### src/rtl/pixel_batch_dispatcher.sv
// Raster-order pixel dispatcher: each accepted batch carries NUM_ENGINES consecutive pixels of a runtime-sized frame.
// Optional performance counters are enabled with the PIXEL_DISPATCH_PERF_EN macro.
`timescale 1ns/1ps
module pixel_batch_dispatcher #(
  parameter int COORD_WIDTH = 16,
  parameter int NUM_ENGINES = 6
) (
  input  logic                   clk,
  input  logic                   reset,
  input  logic                   start,
  input  logic                   abort,
  input  logic [COORD_WIDTH-1:0] cfg_width,
  input  logic [COORD_WIDTH-1:0] cfg_height,
  output logic                   batch_valid,
  input  logic                   batch_ready,
  output logic [NUM_ENGINES-1:0] lane_valid,
  output logic [COORD_WIDTH-1:0] job_x [NUM_ENGINES],
  output logic [COORD_WIDTH-1:0] job_y [NUM_ENGINES],
  output logic                   busy,
  output logic                   frame_done,
  output logic                   cfg_err
`ifdef PIXEL_DISPATCH_PERF_EN
  ,
  output logic [31:0]            stall_cycles,
  output logic [15:0]            frame_count
`endif
);

  localparam int XW = COORD_WIDTH + 1;
  localparam logic [XW-1:0] N_EXT = XW'(NUM_ENGINES);

  typedef enum logic {IDLE, RUN} state_t;

  state_t                 state_q, state_d;
  logic [COORD_WIDTH-1:0] x0_q, x0_d, y0_q, y0_d;
  logic [COORD_WIDTH-1:0] w_q, w_d, h_q, h_d;
  logic                   batch_valid_q, batch_valid_d;
  logic                   busy_q, busy_d;
  logic                   frame_done_q, frame_done_d;
  logic                   cfg_err_q, cfg_err_d;

  logic [XW-1:0] w_ext, h_ext, x_adv;
  logic          run, cfg_ok, start_accept, handshake, row_wrap, last_batch;

  assign run          = (state_q == RUN);
  assign w_ext        = {1'b0, w_q};
  assign h_ext        = {1'b0, h_q};
  assign cfg_ok       = ({1'b0, cfg_width} >= N_EXT) && (cfg_height != '0);
  assign start_accept = !run && start && !abort && cfg_ok;
  assign handshake    = batch_valid_q && batch_ready;
  assign x_adv        = {1'b0, x0_q} + N_EXT;
  assign row_wrap     = (x_adv >= w_ext);
  // Width >= lane count guarantees a batch spans at most two rows.
  assign last_batch   = (y0_q == h_q - COORD_WIDTH'(1)) && row_wrap;

  generate
    for (genvar gi = 0; gi < NUM_ENGINES; gi++) begin : g_lane
      logic [XW-1:0]          x_raw, y_lane;
      logic [COORD_WIDTH-1:0] x_lane;

      assign x_raw = {1'b0, x0_q} + XW'(gi);

      always_comb begin
        x_lane = COORD_WIDTH'(x_raw);
        y_lane = {1'b0, y0_q};
        if (x_raw >= w_ext) begin
          x_lane = COORD_WIDTH'(x_raw - w_ext);
          y_lane = {1'b0, y0_q} + XW'(1);
        end
      end

      // Lanes past the frame end still carry coordinates; only lane_valid drops.
      assign job_x[gi]      = run ? x_lane : '0;
      assign job_y[gi]      = run ? y_lane[COORD_WIDTH-1:0] : '0;
      assign lane_valid[gi] = run && (y_lane < h_ext);
    end
  endgenerate

  always_comb begin
    state_d      = state_q;
    x0_d         = x0_q;
    y0_d         = y0_q;
    w_d          = w_q;
    h_d          = h_q;
    frame_done_d = 1'b0;
    cfg_err_d    = 1'b0;
    case (state_q)
      IDLE: begin
        if (start && !abort) begin
          if (cfg_ok) begin
            w_d     = cfg_width;
            h_d     = cfg_height;
            x0_d    = '0;
            y0_d    = '0;
            state_d = RUN;
          end else begin
            cfg_err_d = 1'b1;
          end
        end
      end
      RUN: begin
        if (abort) begin
          state_d = IDLE;
        end else if (handshake) begin
          if (last_batch) begin
            state_d      = IDLE;
            frame_done_d = 1'b1;
          end else if (row_wrap) begin
            x0_d = COORD_WIDTH'(x_adv - w_ext);
            y0_d = y0_q + COORD_WIDTH'(1);
          end else begin
            x0_d = COORD_WIDTH'(x_adv);
          end
        end
      end
      default: state_d = IDLE;
    endcase
    batch_valid_d = (state_d == RUN);
    busy_d        = (state_d == RUN);
  end

  always_ff @(posedge clk or posedge reset) begin
    if (reset) begin
      state_q       <= IDLE;
      x0_q          <= '0;
      y0_q          <= '0;
      w_q           <= '0;
      h_q           <= '0;
      batch_valid_q <= 1'b0;
      busy_q        <= 1'b0;
      frame_done_q  <= 1'b0;
      cfg_err_q     <= 1'b0;
    end else begin
      state_q       <= state_d;
      x0_q          <= x0_d;
      y0_q          <= y0_d;
      w_q           <= w_d;
      h_q           <= h_d;
      batch_valid_q <= batch_valid_d;
      busy_q        <= busy_d;
      frame_done_q  <= frame_done_d;
      cfg_err_q     <= cfg_err_d;
    end
  end

  assign batch_valid = batch_valid_q;
  assign busy        = busy_q;
  assign frame_done  = frame_done_q;
  assign cfg_err     = cfg_err_q;

`ifdef PIXEL_DISPATCH_PERF_EN
  logic [31:0] stall_q, stall_d;
  logic [15:0] fcount_q, fcount_d;

  always_comb begin
    stall_d  = stall_q;
    fcount_d = fcount_q;
    if (start_accept) begin
      stall_d = '0;
    end else if (run && batch_valid_q && !batch_ready) begin
      stall_d = stall_q + 32'd1;
    end
    if (frame_done_d) begin
      fcount_d = fcount_q + 16'd1;
    end
  end

  always_ff @(posedge clk or posedge reset) begin
    if (reset) begin
      stall_q  <= '0;
      fcount_q <= '0;
    end else begin
      stall_q  <= stall_d;
      fcount_q <= fcount_d;
    end
  end

  assign stall_cycles = stall_q;
  assign frame_count  = fcount_q;
`endif

endmodule
### config.mk
export PLATFORM = sky130hd
export DESIGN_NAME = pixel_batch_dispatcher
export DESIGN_NICKNAME = d
export VERILOG_FILES = /design/src/rtl/pixel_batch_dispatcher.sv
export SDC_FILE = /design/constraint.sdc
export NUM_CORES = 1
export LEC_CHECK = 0
export ABC_AREA = 1
export ABC_CLOCK_PERIOD_IN_PS = 8700
export CORE_MARGIN = 2
export CORE_UTILIZATION = 62
export DETAILED_ROUTE_END_ITERATION = 16
export PLACE_DENSITY = 0.9
export SLEW_MARGIN = 40
export SYNTH_ARGS = -nofsm -noshare
export SYNTH_HDL_FRONTEND = slang
export SYNTH_SLANG_ARGS = --single-unit
### constraint.sdc
create_clock -name clk -period 8.7 [get_ports clk]
set_input_delay 0.87 -clock clk [delete_from_list [all_inputs] [get_ports clk]]
set_output_delay 0.87 -clock clk [all_outputs]
set_load 0.02 [all_outputs]
## Yosys cells after proc, flatten, opt, wreduce, memory -nomap -nowiden

Index checks and enable logic that the tools add are counted.
Widths: inputs -> output; s select.

- Memories: 0
- ROM bits: 0
- Bits in writable memories: 0
- Word-level logic and storage cells: 109
- Input port bits: 37
- Output and inout bits: 202
- Bits in latches: 0
- Flip-flop bits (word level): 67

- Reductions and logical operators: 15
- Div/mod/pow operators: 0
- Shift operators: 0
- $add $sub $neg: 16
- Multiplexer cells: 49
- Equality and inequality tests: 7
- $lt $le $gt $ge: 14
- Bitwise logic cells: 1
- $mul: 0

Operators by type and width:

| kind | number |
|---|---|
| $mux 16 | 28 |
| $sub 16x16->16 | 7 |
| $ge 17x16->1 | 6 |
| $lt 17x16->1 | 6 |
| $mux 17 | 6 |
| $pmux 16 s2 | 2 |
| $add 16x3->17 const B | 3 |
| $add 16x1->17 const B | 2 |
| $add 16x2->17 const B | 2 |
| $add 16x1->16 const B | 1 |
| $eq 16x16->1 | 1 |
| $ge 16x16->1 | 1 |
| $ge 16x3->1 const B | 1 |
| $reduce_bool 16->1 | 1 |
| $sub 16x1->16 const B | 1 |
| $mux 1 | 12 |
| $logic_and 1x1->1 | 10 |
| $ne 2x2->1 const B | 4 |
| $reduce_and 6->1 | 1 |
| $reduce_and 5->1 | 1 |
| $ne 2x1->1 const B | 2 |
| $reduce_and 3->1 | 1 |
| $pmux 1 s2 | 1 |
| $logic_not 1->1 | 1 |
| $not 1->1 | 1 |

## Longest topological paths before layout

Gate-level depths: netlist of the first run.

- Depth after elaboration: 7
- Gate-level depth with buffers: 30
- Mapped depth without buffers: 28

## Worst setup path after synthesis of the first run

OpenSTA, ideal clock, no wires.

- Path kind: flip-flop to output port
- Start: reg x0_q[1]
- End: out lane_valid[3]
- Slack: 3,795 ps
- Cell stages (with the launch flop): 26
- Data arrival time: 4,035 ps
- Cells stage by stage: dfrtp_1 buf_2 inv_1 ha_1 a21oi_1 nor3_1 xor2_1 inv_1 ha_1 nand2_1 nor2_1 nand3_1 nand3_1 nand3_1 nand3_2 buf_2 nand2_1 o21ai_1 ha_1 a21oi_1 o21ai_0 nand3_1 a21oi_1 a211oi_1 nand2_1 a21oi_1

- Cells in the longest elaborated chain, start to end: 5

RTL lines:

| element | line | RTL |
|---|---|---|
| start, declared | 35 | `logic [COORD_WIDTH-1:0] x0_q, x0_d, y0_q, y0_d;` |
| start signal, assigned | 125 | `x0_q <= '0;` |
| start signal, assigned | 135 | `x0_q <= x0_d;` |
| $add 16x2->17 | 61 | `assign x_raw = {1'b0, x0_q} + XW'(gi);` |
| $ge 17x16->1 | 66 | `if (x_raw >= w_ext) begin` |
| $mux 17 | 66 |  |
| $lt 17x16->1 | 75 | `assign lane_valid[gi] = run && (y_lane < h_ext);` |
| $logic_and 1x1->1 | 75 |  |
| end, declared | 16 | `output logic [NUM_ENGINES-1:0] lane_valid,` |

Every way passes these cells.

## Worst setup path after layout of the first run

- Start: reg x0_q[5]
- End: out lane_valid[1]

- Cells in the longest elaborated chain, start to end: 5

RTL lines:

| element | line |
|---|---|
| $add 16x1->17 | 61 |
| $ge 17x16->1 | 66 |
| $mux 17 | 66 |
| $lt 17x16->1 | 75 |
| $logic_and 1x1->1 | 75 |

Every way passes these cells.

==> results of run 1 <==
==> final cells by class <==
cell class | instances | area [sq um]
clock inverters | 4 | 51.3
clock buffers | 11 | 243
flip-flops and latches | 67 | 1680
well taps | 330 | 413
repair buffers | 253 | 2500
inverters | 350 | 1320
fillers | 2118 | 6580
multi-input cells | 2132 | 12300
==> synthesized netlist by cell type (all sizes together), types with 2 or more instances <==
| cell | n |
|---|---|
| a21o | 23 |
| inv | 346 |
| nor4 | 12 |
| fa | 4 |
| ha | 204 |
| clkinv | 4 |
| o22ai | 2 |
| nand4 | 48 |
| nor3 | 24 |
| a31oi | 16 |
| nand3b | 6 |
| o21bai | 10 |
| a211oi | 17 |
| buf | 54 |
| and2 | 2 |
| clkbuf | 48 |
| a31o | 2 |
| o21a | 16 |
| nand2 | 643 |
| o211ai | 15 |
| o21ai | 263 |
| nand3 | 121 |
| xor2 | 116 |
| or2 | 7 |
| nor2 | 282 |
| xnor2 | 54 |
| dfrtp | 67 |
| a21boi | 6 |
| a21oi | 234 |
==> worst paths after layout <==
kind / slack, ns / endpoint / cells after the start / startpoint
hold reg to reg: 0.57 / y0_q[4] / 2 / y0_q[4]
setup reg to reg: 3.78 / x0_q[8] / 22 / x0_q[7]
min in group asynchronous: 0.99 / y0_q[3] / 3 / reset
hold / removal: 0.57 / y0_q[4] / 2 / y0_q[4]
max in group asynchronous: 7.21 / busy / 3 / reset
setup / recovery: 1.29 / lane_valid[1] / 27 / x0_q[5]
==> worst max-delay path: stages, from the launching register on <==
cell	delay [ns]
dfrtp_1	0.78
nand2_1	0.25
nor2_1	0.26
inv_1	0.14
nor2_1	0.38
nand2_1	0.12
xor2_1	0.27
nand2_1	0.08
o21ai_0	0.22
ha_1	0.38
nand2_1	0.10
inv_1	0.07
nand2_1	0.06
nor2_1	0.04
nand2_1	0.06
nand2_1	0.06
nand2_1	0.06
nand2_1	0.05
nor2_1	0.14
nand2_2	0.46
o21ai_1	0.37
ha_1	0.32
a21oi_1	0.16
a31oi_1	0.10
a2111oi_0	0.28
nand2_1	0.09
a21oi_1	0.21
clkdlybuf4s50_1	0.65
==> where the power goes <==
| part | internal (mW) | switching [mW] |
|---|---|---|
| Combinational | 0.647 | 1.32 |
| Clock | 0.228 | 0.137 |
| Sequential | 0.350 | 0.0630 |
| Total | 1.22 | 1.52 |
==> flip-flops by register name, summed over array words and instances, names as in the netlist <==
register and flops:
h_q 16, w_q 16, x0_q 16, y0_q 16, busy 1, cfg_err 1
frame_done 1
==> kinds of logic after synthesis <==
| kind of cell | count (synthesis) |
|---|---|
| AO/OA/AOI/OAI | 607 |
| XOR/XNOR | 170 |
| buffers and inverters | 452 |
| flip-flops | 67 |
| AND/OR/NAND/NOR | 1147 |
| adder cells (fa/ha/maj) | 208 |
==> stage by stage <==
stage	std cells	area (sq um)	util [%]	hold WS, ns	setup WS (ns)
floorplan	2651	15800	-	0.483	3.79
global route	3147	18500	73.8	0.594	0.987
finish	3147	18500	73.8	0.574	1.29
detailed placement	3132	18200	72.6	0.540	1.95
CTS	3147	18500	73.8	0.563	1.55
global placement	3132	18200	72.6	0.520	2.03
==> metal layers <==
layer	GRT usage, %	part of all wire [%]	up-vias
met1	62.1	39	8958
met3	12.2	15	277
li1	-	-	9055
met4	24.1	5.7	0
met2	68.3	41	1536
met5	0	0	-
==> impl_metrics.tcl, run 1 <==
set metrics [dict create \
    drt-vias-per-instance 6.30 \
    drcViolationCount 0 \
    synthTopCellsByArea "ha_1, nand2_1, dfrtp_1" \
    ant_nets 0 \
    drt_iter0_drc 3241 \
    drv_slew 0 \
    ctsHoldBuffers 0 \
    finalHoldViolations 0 \
    grt_max_degree 92 \
    yosysTopAreaCellShare_pct 16.1 \
    antennaDiodeCount 0 \
    final_common_cell "nand2_1" \
    synth_compound_area_share_pct 21.1 \
    yosysTopAreaCell "ha_1" \
    cts_buffer_depth 2 \
    core_sq_mm 0.0251 \
    cts-resized-gates 0 \
    syn_inst 2651 \
    synth_edf_count 0 \
    vdd_drop_max_mv 0.173 \
    tns_ns 0 \
    postSynthAreaPerCell_sq_um 5.97 \
    die_area_sq_mm 0.0268 \
    arrival_ns 6.54 \
    root_buffer "clkbuf_16" \
    start_util_pct 63.0 \
    p_leak_nw 9.23 \
    hold_path.class "flip-flop to flip-flop" \
    portBuffers 238 \
    worstPathRequired_ns 7.83 \
    worstSkewPairLatency_ns 0.34 \
    cts_tree "yes" \
    critPathKind "flip-flop to output pin" \
    max_freq_mhz 135 \
    syn_nets 2896 \
    fin_skew_ns 0.00689 \
    grt_pass1_vias 18100 \
    synth-main-ff-cell "dfrtp_1" \
    ios 239 \
    cts.htree.levels 3 \
    finalSetupViolations 0 \
    synth_top_family_by_area "simple AND/OR/NAND/NOR gates" \
    ys_seq_area_share_pct 10.6 \
    grt_pass1_wl_um 96600 \
    relSlewSlack_pct 40.5 \
    synthXorXnorAreaFrac_pct 9.41 \
    die_y_um 164 \
    antenna_found_initial 0 \
    synth_area_sq_mm 0.0158 \
    synth_warnings 0 \
    synth_fa_ha_area_share_pct 16.6 \
    dieWidth_um 164 \
    cts_buffers 9 \
    rows 58 \
    worst_pin_slew_ns 0.893 \
    avgRoutedWirePerCell_um 20.4 \
    crit_fanout 39 \
    ys_seq_elements 67 \
    fin_crit_sh_pct 85.2 \
    clkTransAtPathRegs_ns 0.06 \
    hpwl_um 49700 \
    rsz0062_at_grt "no" \
    fin_crit_ns 7.41 \
    synthArstFlopShare_pct 100 \
    drt_first_pass_iters 8 \
    drive_gt1_share_pct 3.41 \
    status "complete, no violations" \
    cp-end-kind "output pin" \
    post_cts_buffers 0 \
    yosysUniqueCellTypes 52 \
    cap_violations 0 \
    cts.sinks 67 \
    routed_wl_um 64000 \
    critPathLaunchType "flip-flop" \
    p_per_area_mw_per_mm2 148 \
    finish.net_count 3058 \
    synthSimpleGateAreaFrac_pct 30.7 \
    syn2layout_area_growth_pct 17.2 \
    grt_overflow_total 0 \
    synthMuxAreaShare_pct 0 \
    total_power_mw 2.75 \
    grt.total_usage_pct 46.4 \
    num_vias 19800 \
    final_cell_mix "nand2_1, inv_1, nor2_1" \
    gp_congestion 1.16 \
]
(Power assumes the default switching activity.)
==> inputs of run 2 (changes only) <==
--- a/config.mk
+++ b/config.mk
@@ -8,9 +8,12 @@
 export ABC_AREA = 1
 export ABC_CLOCK_PERIOD_IN_PS = 8700
 export CORE_MARGIN = 2
-export CORE_UTILIZATION = 62
+export CORE_UTILIZATION = 65
 export DETAILED_ROUTE_END_ITERATION = 16
-export PLACE_DENSITY = 0.9
+export DONT_BUFFER_PORTS = 1
+export GPL_ROUTABILITY_DRIVEN = 0
+export MAX_ROUTING_LAYER = met4
+export PLACE_DENSITY = 0.81
 export SLEW_MARGIN = 40
 export SYNTH_ARGS = -nofsm -noshare
 export SYNTH_HDL_FRONTEND = slang
==> run 2 against run 1 <==
Against the previous run:
- worst setup slack improved by 0.68 ns
- via count decreased by 7.7%
- non-clock buffer count decreased by 244
- clock power grew 25%
- sequential share of layout area rose by 1.3 points
- total power is 2.2% lower
- sequential cell count is the same
- worst hold slack got worse by 0.019 ns
- sequential power up 1%
- cell area fell by 13%
- critical path depth is 1 higher
==> impl_metrics.tcl, run 2 (synthesized netlist as in run 1, its figures left out) <==
set metrics [dict create \
    finalSetupViolations 0 \
    max_freq_mhz 149 \
    drcViolationCount 0 \
    num_vias 18300 \
    r2r_cells 22 \
    avgRoutedWirePerCell_um 19.4 \
    hpwl_um 44300 \
    ff2ff_setup_slack_ns 4.00 \
    drive_gt1_share_pct 3.61 \
    timing.rr.start "x0_q[4]" \
    fin_crit_ns 6.73 \
    critPathCapture "lane_valid[1]" \
    cts_buffer_depth 2 \
    tns_ns 0 \
    root_buffer "clkbuf_16" \
    worstSetupStartpoint "x0_q[1]" \
    drt-vias-per-instance 6.31 \
    grt.total_usage_pct 43.4 \
    crit_top_cell "nand2_1" \
    drt_first_pass_iters 6 \
    core_sq_mm 0.0241 \
    start_util_pct 65.6 \
    fin_skew_ns 0.00695 \
    final_cell_mix "nand2_1, inv_1, nor2_1" \
    die_y_um 160 \
    total_power_mw 2.69 \
    cts-resized-gates 0 \
    worst_pin_slew_ns 0.869 \
    relSlewSlack_pct 42.0 \
    grt_pass1_vias 16200 \
    die_area_sq_mm 0.0256 \
    antenna_found_initial 0 \
    hold_path.class "primary input to async pin" \
    drt_iter0_drc 2694 \
    grt_max_degree 108 \
    status "complete, no violations" \
    ant_nets 0 \
    vdd_drop_max_mv 0.192 \
    worstPathRequired_ns 7.83 \
    post_cts_buffers 0 \
    cts.htree.levels 3 \
    critPathLaunchType "flip-flop" \
    p_per_area_mw_per_mm2 166 \
    rsz0062_at_grt "no" \
    worstSkewPairLatency_ns 0.34 \
    finalHoldViolations 0 \
    finish.net_count 2814 \
    multiInputGateArea_sq_mm 0.0123 \
    ctsHoldBuffers 0 \
    grt_pass1_wl_um 86600 \
    clkTransAtPathRegs_ns 0.06 \
    cts_tree "yes" \
    cp-end-kind "output pin" \
    critPathKind "flip-flop to output pin" \
    drv_slew 0 \
    cts.sinks 67 \
    grt_overflow_total 0 \
    max_stage_delay_ns 0.66 \
    fin_crit_sh_pct 77.4 \
    portBuffers 0 \
    r2r_end "x0_q[13]" \
    fill_cells 2298 \
    seqCellArea_sq_mm 0.00168 \
    arrival_ns 5.86 \
    p_leak_nw 8.41 \
    ios 239 \
    crit_fanout 34 \
    syn2layout_area_growth_pct 2.42 \
    final_common_cell "nand2_1" \
    cts_buffers 9 \
    cap_violations 0 \
    dieWidth_um 160 \
    rows 57 \
    routed_wl_um 56300 \
    cp_slowest_cell "dfrtp_1" \
]
==> run 2: through the flow <==
step           worst slack [ns]  std cells  instance area, sq um  hold WS (ns)  util (%)
5_1_grt                    1.44       2898                 16200         0.599      67.2
6_report                   1.97       2900                 16200         0.555      67.2
4_1_cts                    2.15       2898                 16200         0.557      67.1
3_3_place_gp               2.62       2882                 15800         0.527      65.5
2_1_floorplan              3.79       2651                 15800         0.483         -
3_5_place_dp               2.51       2882                 15800         0.543      65.6
==> run 2: area by class of cell <==
type | count | share of cell area [%]
inverter | 350 | 8.13
sequential | 67 | 10.4
clock buffer | 10 | 1.48
tap | 324 | 2.50
multi-input combinational | 2132 | 76.2
clock inverter | 6 | 0.842
antenna | 2 | 0.0309
timing repair buffer | 9 | 0.463
==> run 2: power by group <==
part | total, mW | internal [mW] | switching [mW]
registers | 0.417 | 0.350 | 0.0669
clock network | 0.454 | 0.317 | 0.137
logic | 1.82 | 0.568 | 1.25
total | 2.69 | 1.23 | 1.45
==> run 2: critical path, delay by kind of cell (launching register included) <==
family,cells,cell delay [ns]
AO/OA/AOI/OAI,6,1.38
adder cells (fa/ha/maj),3,0.99
flip-flops,1,0.66
AND/OR/NAND/NOR,13,1.53
buffers and inverters,5,0.77
XOR/XNOR,1,0.14
==> run 2: how the worst min path moves through the flow <==
stage            start  endpoint  slack [ns]  cells past startpoint
2_1_floorplan   w_q[0]    w_q[0]        0.48                      2
3_3_place_gp   y0_q[4]   y0_q[4]        0.53                      2
3_5_place_dp   y0_q[4]   y0_q[4]        0.54                      2
4_1_cts        y0_q[4]   y0_q[4]        0.56                      2
5_1_grt        y0_q[3]   y0_q[3]        0.60                      2
6_report         reset    h_q[6]        0.55                      2
==> run 2: routing by layer <==
metal | vias to the layer above | routed length (um) | share of wire (%) | track usage [%]
li1 | 8566 | - | - | -
met1 | 8254 | 22700 | 40 | 59.4
met2 | 1257 | 22500 | 40 | 60.9
met3 | 228 | 7980 | 14 | 9.35
met4 | 0 | 3120 | 5.6 | 20.1
met5 | - | 0 | 0 | -
